`src/rtl/board_move_commit.sv`:
```
// board_move_commit: owns the 3x3 tic-tac-toe board. Accepts one move at a
// time, range/occupancy/turn-checks it, commits legal moves, then evaluates
// win/draw and advances the turn.
//
// Handshake: a request transfers on a rising edge where move_valid and
// move_ready are both high. move_ready is high exactly while the FSM is in
// IDLE. move_pos/move_player are sampled only on that edge. Every transferred
// request produces exactly one move_accept or move_reject pulse, unless
// new_game or rst aborts it first.
module board_move_commit #(
    parameter logic [1:0] FIRST_PLAYER = 2'b01
) (
    input  logic                  clk,
    input  logic                  rst,
    input  logic                  new_game,
    input  logic                  move_valid,
    output logic                  move_ready,
    input  logic [3:0]            move_pos,
    input  logic [1:0]            move_player,
    output logic [2:0][2:0][1:0]  juego,
    output logic [1:0]            turn,
    output logic                  move_accept,
    output logic                  move_reject,
    output logic [3:0]            move_count,
    output logic [1:0]            winner,
    output logic                  draw,
    output logic                  game_over,
    output logic [2:0]            state_dbg
);

    typedef enum logic [2:0] {
        S_IDLE  = 3'd0,
        S_CHECK = 3'd1,
        S_WRITE = 3'd2,
        S_EVAL  = 3'd3,
        S_OVER  = 3'd4
    } state_t;

    state_t          state_q;
    logic [8:0][1:0] cells_q;      // cell i = row*3+col
    logic [3:0]      pos_q;
    logic [1:0]      player_q;
    logic [1:0]      turn_q;
    logic [3:0]      count_q;
    logic [1:0]      winner_q;
    logic            draw_q;
    logic            over_q;
    logic            accept_q;
    logic            reject_q;

    logic [1:0]      target_d;
    logic            legal_d;
    logic            win_d;

    function automatic logic three(input logic [1:0] a, input logic [1:0] b,
                                   input logic [1:0] c, input logic [1:0] p);
        return (a == p) && (b == p) && (c == p);
    endfunction

    // Contents of the latched target cell (empty when out of range).
    always_comb begin
        target_d = 2'b00;
        for (int i = 0; i < 9; i++) begin
            if (pos_q == 4'(i)) target_d = cells_q[i];
        end
    end

    // Legality of the latched request against the current board and turn.
    always_comb begin
        legal_d = (pos_q <= 4'd8) && (target_d == 2'b00) &&
                  (player_q == turn_q) &&
                  ((player_q == 2'b01) || (player_q == 2'b10));
    end

    // Any of the 8 lines fully owned by the player that just moved.
    always_comb begin
        win_d = three(cells_q[0], cells_q[1], cells_q[2], player_q) ||
                three(cells_q[3], cells_q[4], cells_q[5], player_q) ||
                three(cells_q[6], cells_q[7], cells_q[8], player_q) ||
                three(cells_q[0], cells_q[3], cells_q[6], player_q) ||
                three(cells_q[1], cells_q[4], cells_q[7], player_q) ||
                three(cells_q[2], cells_q[5], cells_q[8], player_q) ||
                three(cells_q[0], cells_q[4], cells_q[8], player_q) ||
                three(cells_q[2], cells_q[4], cells_q[6], player_q);
    end

    // Move FSM: handshake, check, commit, evaluate; rst/new_game clear all.
    always_ff @(posedge clk) begin
        if (rst || new_game) begin
            state_q  <= S_IDLE;
            cells_q  <= '0;
            pos_q    <= '0;
            player_q <= '0;
            turn_q   <= FIRST_PLAYER;
            count_q  <= '0;
            winner_q <= '0;
            draw_q   <= 1'b0;
            over_q   <= 1'b0;
            accept_q <= 1'b0;
            reject_q <= 1'b0;
        end else begin
            accept_q <= 1'b0;
            reject_q <= 1'b0;
            case (state_q)
                S_IDLE: begin
                    if (move_valid) begin
                        pos_q    <= move_pos;
                        player_q <= move_player;
                        state_q  <= S_CHECK;
                    end
                end
                S_CHECK: begin
                    if (legal_d) begin
                        state_q <= S_WRITE;
                    end else begin
                        reject_q <= 1'b1;
                        state_q  <= S_IDLE;
                    end
                end
                S_WRITE: begin
                    for (int i = 0; i < 9; i++) begin
                        if (pos_q == 4'(i)) cells_q[i] <= player_q;
                    end
                    count_q <= count_q + 4'd1;
                    state_q <= S_EVAL;
                end
                S_EVAL: begin
                    accept_q <= 1'b1;
                    if (win_d) begin
                        winner_q <= player_q;
                        over_q   <= 1'b1;
                        state_q  <= S_OVER;
                    end else if (count_q == 4'd9) begin
                        draw_q  <= 1'b1;
                        over_q  <= 1'b1;
                        state_q <= S_OVER;
                    end else begin
                        turn_q  <= (turn_q == 2'b01) ? 2'b10 : 2'b01;
                        state_q <= S_IDLE;
                    end
                end
                S_OVER: begin
                    state_q <= S_OVER;
                end
                default: begin
                    state_q <= S_IDLE;
                end
            endcase
        end
    end

    // Packed [row][col][2] has the same bit layout as cell index row*3+col.
    assign juego       = cells_q;
    assign move_ready  = (state_q == S_IDLE);
    assign turn        = turn_q;
    assign move_accept = accept_q;
    assign move_reject = reject_q;
    assign move_count  = count_q;
    assign winner      = winner_q;
    assign draw        = draw_q;
    assign game_over   = over_q;
    assign state_dbg   = state_q;

endmodule

```
`config.mk`:
```
export PLATFORM = sky130hd
export DESIGN_NAME = board_move_commit
export DESIGN_NICKNAME = d
export VERILOG_FILES = /design/src/rtl/board_move_commit.sv
export SDC_FILE = /design/constraint.sdc
export NUM_CORES = 1
export LEC_CHECK = 0
export CAP_MARGIN = 0
export CORE_ASPECT_RATIO = 0.8
export CORE_MARGIN = 5
export CORE_UTILIZATION = 30
export DETAILED_ROUTE_END_ITERATION = 10
export DONT_BUFFER_PORTS = 1
export GPL_TIMING_DRIVEN = 0
export PLACE_DENSITY = 0.43
export SYNTH_ARGS = -nofsm -noshare
export SYNTH_HDL_FRONTEND = slang
export SYNTH_SLANG_ARGS = --single-unit
```
`constraint.sdc`:
```
create_clock -name clk -period 4 [get_ports clk]
set_input_delay 0.6 -clock clk [delete_from_list [all_inputs] [get_ports clk]]
set_output_delay 0.6 -clock clk [all_outputs]
set_load 0.02 [all_outputs]
```
==> reports/results.txt <==
Nets = 275
critical-path maximum fanout = 9
HP Start = move_pos[3]
TNS Setup = 0 ps
endpoints failing setup = 0
Critical Path Start = state_dbg[0]
post-synthesis cell count = 256
placed cells = 343
PwrDens = 348 nW/um^2
final critical-path setup slack = 1800 ps
Reg clk slew, reported paths = 80 ps
RR Startpoint = state_dbg[0]
Hold Violations, Final = 0
die area = 8630 sq um
dpl hpwl = 4560 microns
non-filler cells, final = 351
Critical Path Start Type = register
postcts setup bufs = 0
met3 WL post-DR = 591 microns
clk buf depth = 2
syn nets = 268
Mapped Avg Cell Area = 8.04 sq um
Mapped Area = 2060 sq um
post-DR wirelength/cell = 17.8 microns
PortBufs = 0
Hold Path Class = in2reg
Unique masters post-synth = 43
fin crit share = 0.550
antenna violations before repair = 0
vias in the first global route = 1732
final WL = 6250 microns
post-synthesis mux area share = 0.0584
Fillers = 719
drt first pass iters = 4
Worst slew margin = 0.549
clk_lat worst skew = 290 ps
Leak = 0.000848 uW
Worst EP required = 4170 ps
DRC viols = 0
Starting Density = 0.303
Via density = 5.33
ANT cells = 0
CTS Root Cell = clkbuf_8
outcome = complete, no violations
largest net degree at the start of global routing = 13
WL met2 = 2590 microns
CTS sink cnt = 39
initial DRC count = 141
hold buffer count at cts = 0
Vias = 1871
Metal-1 WL = 3000 microns
DR top layer = met4
Synth Area in Compound Gates = 0.156
min Tclk post-route = 2200 ps
max cap viols = 0
Post-Synth Simple-Gate Area = 0.310
Final Skew = 4.75 ps
Worst R2R Setup Slack = 1800 ps
IO Pins = 44
Hold Path Depth = 2
fmax = 0.455 GHz
Setup CP Type = reg2reg
Routed Antenna Nets = 0
worst slew pin tran = 671 ps
area grow syn2layout = 11.0%
gr usage total = 0.147
XOR/XNOR share of the synthesized area = 0.0383
Max Slew Vio Count = 0
GPL Wtd Cong = 0.796
PostCTS Resize Cnt = 0
TritonCTS clock tree = done
worst r2r path cells = 5
Worst EP arrival = 2360 ps
Ys Warns = 0
main combinational cell family by area after synthesis = simple AND/OR/NAND/NOR gates
adder and majority gate portion of the synthesized area = 0.0122
crit path capture = pos_q[2]
Min Hold Slack = 456 ps
dpl ws = 1750 ps
Chip Height = 84.1 microns
layout cell share with drive strength beyond 1 = 0.0795
Seq/Total Area, Yosys = 0.379
Core ar. = 6790 sq um
Num CTS Buffers = 5
RSZ-0062 raised after global routing = false
Horiz. Die Dim = 103 microns
H-Tree Depth = 2
crit end category = register
worst vdd ir = 0.108 mV
capturing point of the worst reg2reg path = pos_q[2]
Site Rows = 27
first-pass GRT wire length = 9740 microns
grt total ovfl = 0
Seq cells post-synth = 39
[Yosys cell counts]
library cell	count	area share
o21ai_2	1	0.0043
nor3_1	15	0.036
xor2_1	8	0.034
nor3b_1	1	0.0036
a32oi_1	1	0.0043
buf_4	1	0.0036
or2_2	1	0.0030
o21bai_1	3	0.011
or4_4	1	0.0055
and2_1	4	0.012
clkbuf_1	11	0.020
xnor2_1	1	0.0043
a21oi_1	19	0.046
o2111ai_1	1	0.0043
nand4_1	1	0.0030
nor2b_1	3	0.0091
buf_6	2	0.011
and3b_1	2	0.0085
inv_1	2	0.0036
a211oi_1	5	0.018
mux2i_1	12	0.058
nor3_2	1	0.0049
o21ai_0	6	0.015
nor4_2	1	0.0061
nand3_1	16	0.039
nor4_1	5	0.015
a221oi_1	1	0.0043
a221o_1	1	0.0049
nand2b_1	1	0.0030
and3_1	14	0.043
ha_1	2	0.012
o22ai_1	7	0.021
o211ai_1	1	0.0036
buf_2	2	0.0049
a31o_1	1	0.0043
nor4bb_1	2	0.0097
dfxtp_1	39	0.38
or4b_2	2	0.0097
a31oi_1	5	0.015
nand3b_1	1	0.0036
nand2_1	24	0.044
clkbuf_2	1	0.0024
nor2_1	28	0.051
[report_power, final]
group	internal [uW]	switching, uW
clock network	202	146
registers	390	4.00
logic	17.5	33.6
total	610	184
[cells by family (layout without fill, tap and decap cells)]
family                   after synthesis  after routing
buffers and inverters                 19             27
XOR/XNOR                               9              9
AO/OA/AOI/OAI                         52             52
adder cells (fa/ha/maj)                2              2
flip-flops                            39             39
AND/OR/NAND/NOR                      123            123
multiplexers                          12             12
[metal layers]
metal	global-route usage	up-vias
met3	0.0551	7
met5	0	-
met4	0.0393	0
met1	0.211	857
met2	0.203	66
li1	-	941
[worst max-delay path, stage by stage (launching register included)]
cell      delay, ps
dfxtp_1         460
nor3_1          620
and2_1          230
clkbuf_1        450
mux2i_1         250
nor2_1           50
[cells in the final DEF, fill, tap and decap left out, types with 3 or more instances in the layout]
cell type and count:
dfxtp_1 39, nor2_1 28, nand2_1 24, a21oi_1 19, nand3_1 16, nor3_1 15
and3_1 14, mux2i_1 12, clkbuf_1 11, xor2_1 8, o22ai_1 7, o21ai_0 6
clkbuf_8 6, a211oi_1 5, nor4_1 5, a31oi_1 5, and2_1 4, nor2b_1 3
o21bai_1 3
[final cells by class]
type                    count  area [sq um]  area share
plain buffers              17          86.3      0.0378
clock buffers               6          82.6      0.0361
clock inverters             2          35.0      0.0153
inverters                   2          7.51     0.00329
multi-input cells         198          1180       0.518
flip-flops and latches     39           781       0.342
well taps                  87           109      0.0476
[through the flow]
| step | util | instance area, sq um | total power [uW] |
|---|---|---|---|
| finish | 0.336 | 2280 | 794 |
| global route | 0.336 | 2280 | 826 |
| CTS | 0.336 | 2280 | 802 |
| detailed placement | 0.319 | 2170 | 455 |
| global placement | 0.319 | 2170 | 455 |
| floorplan | - | 2060 | 440 |
[sequential cells by signal, summed over array words and instances, names as in the netlist]
name and flops:
draw 1, game_over 1, juego 18, move_accept 1, move_count 4, move_reject 1
player_q 2, pos_q 4, state_dbg 3, turn 2, winner 2
[worst min-delay path by stage]
stage,endpoint,slack (ps)
after CTS,pos_q[3],450
final,pos_q[3],460
after global placement,game_over,550
after global routing,pos_q[0],440
after floorplan,game_over,520
after detailed placement,game_over,550
Note: power is estimated with default switching activity, not from simulation.
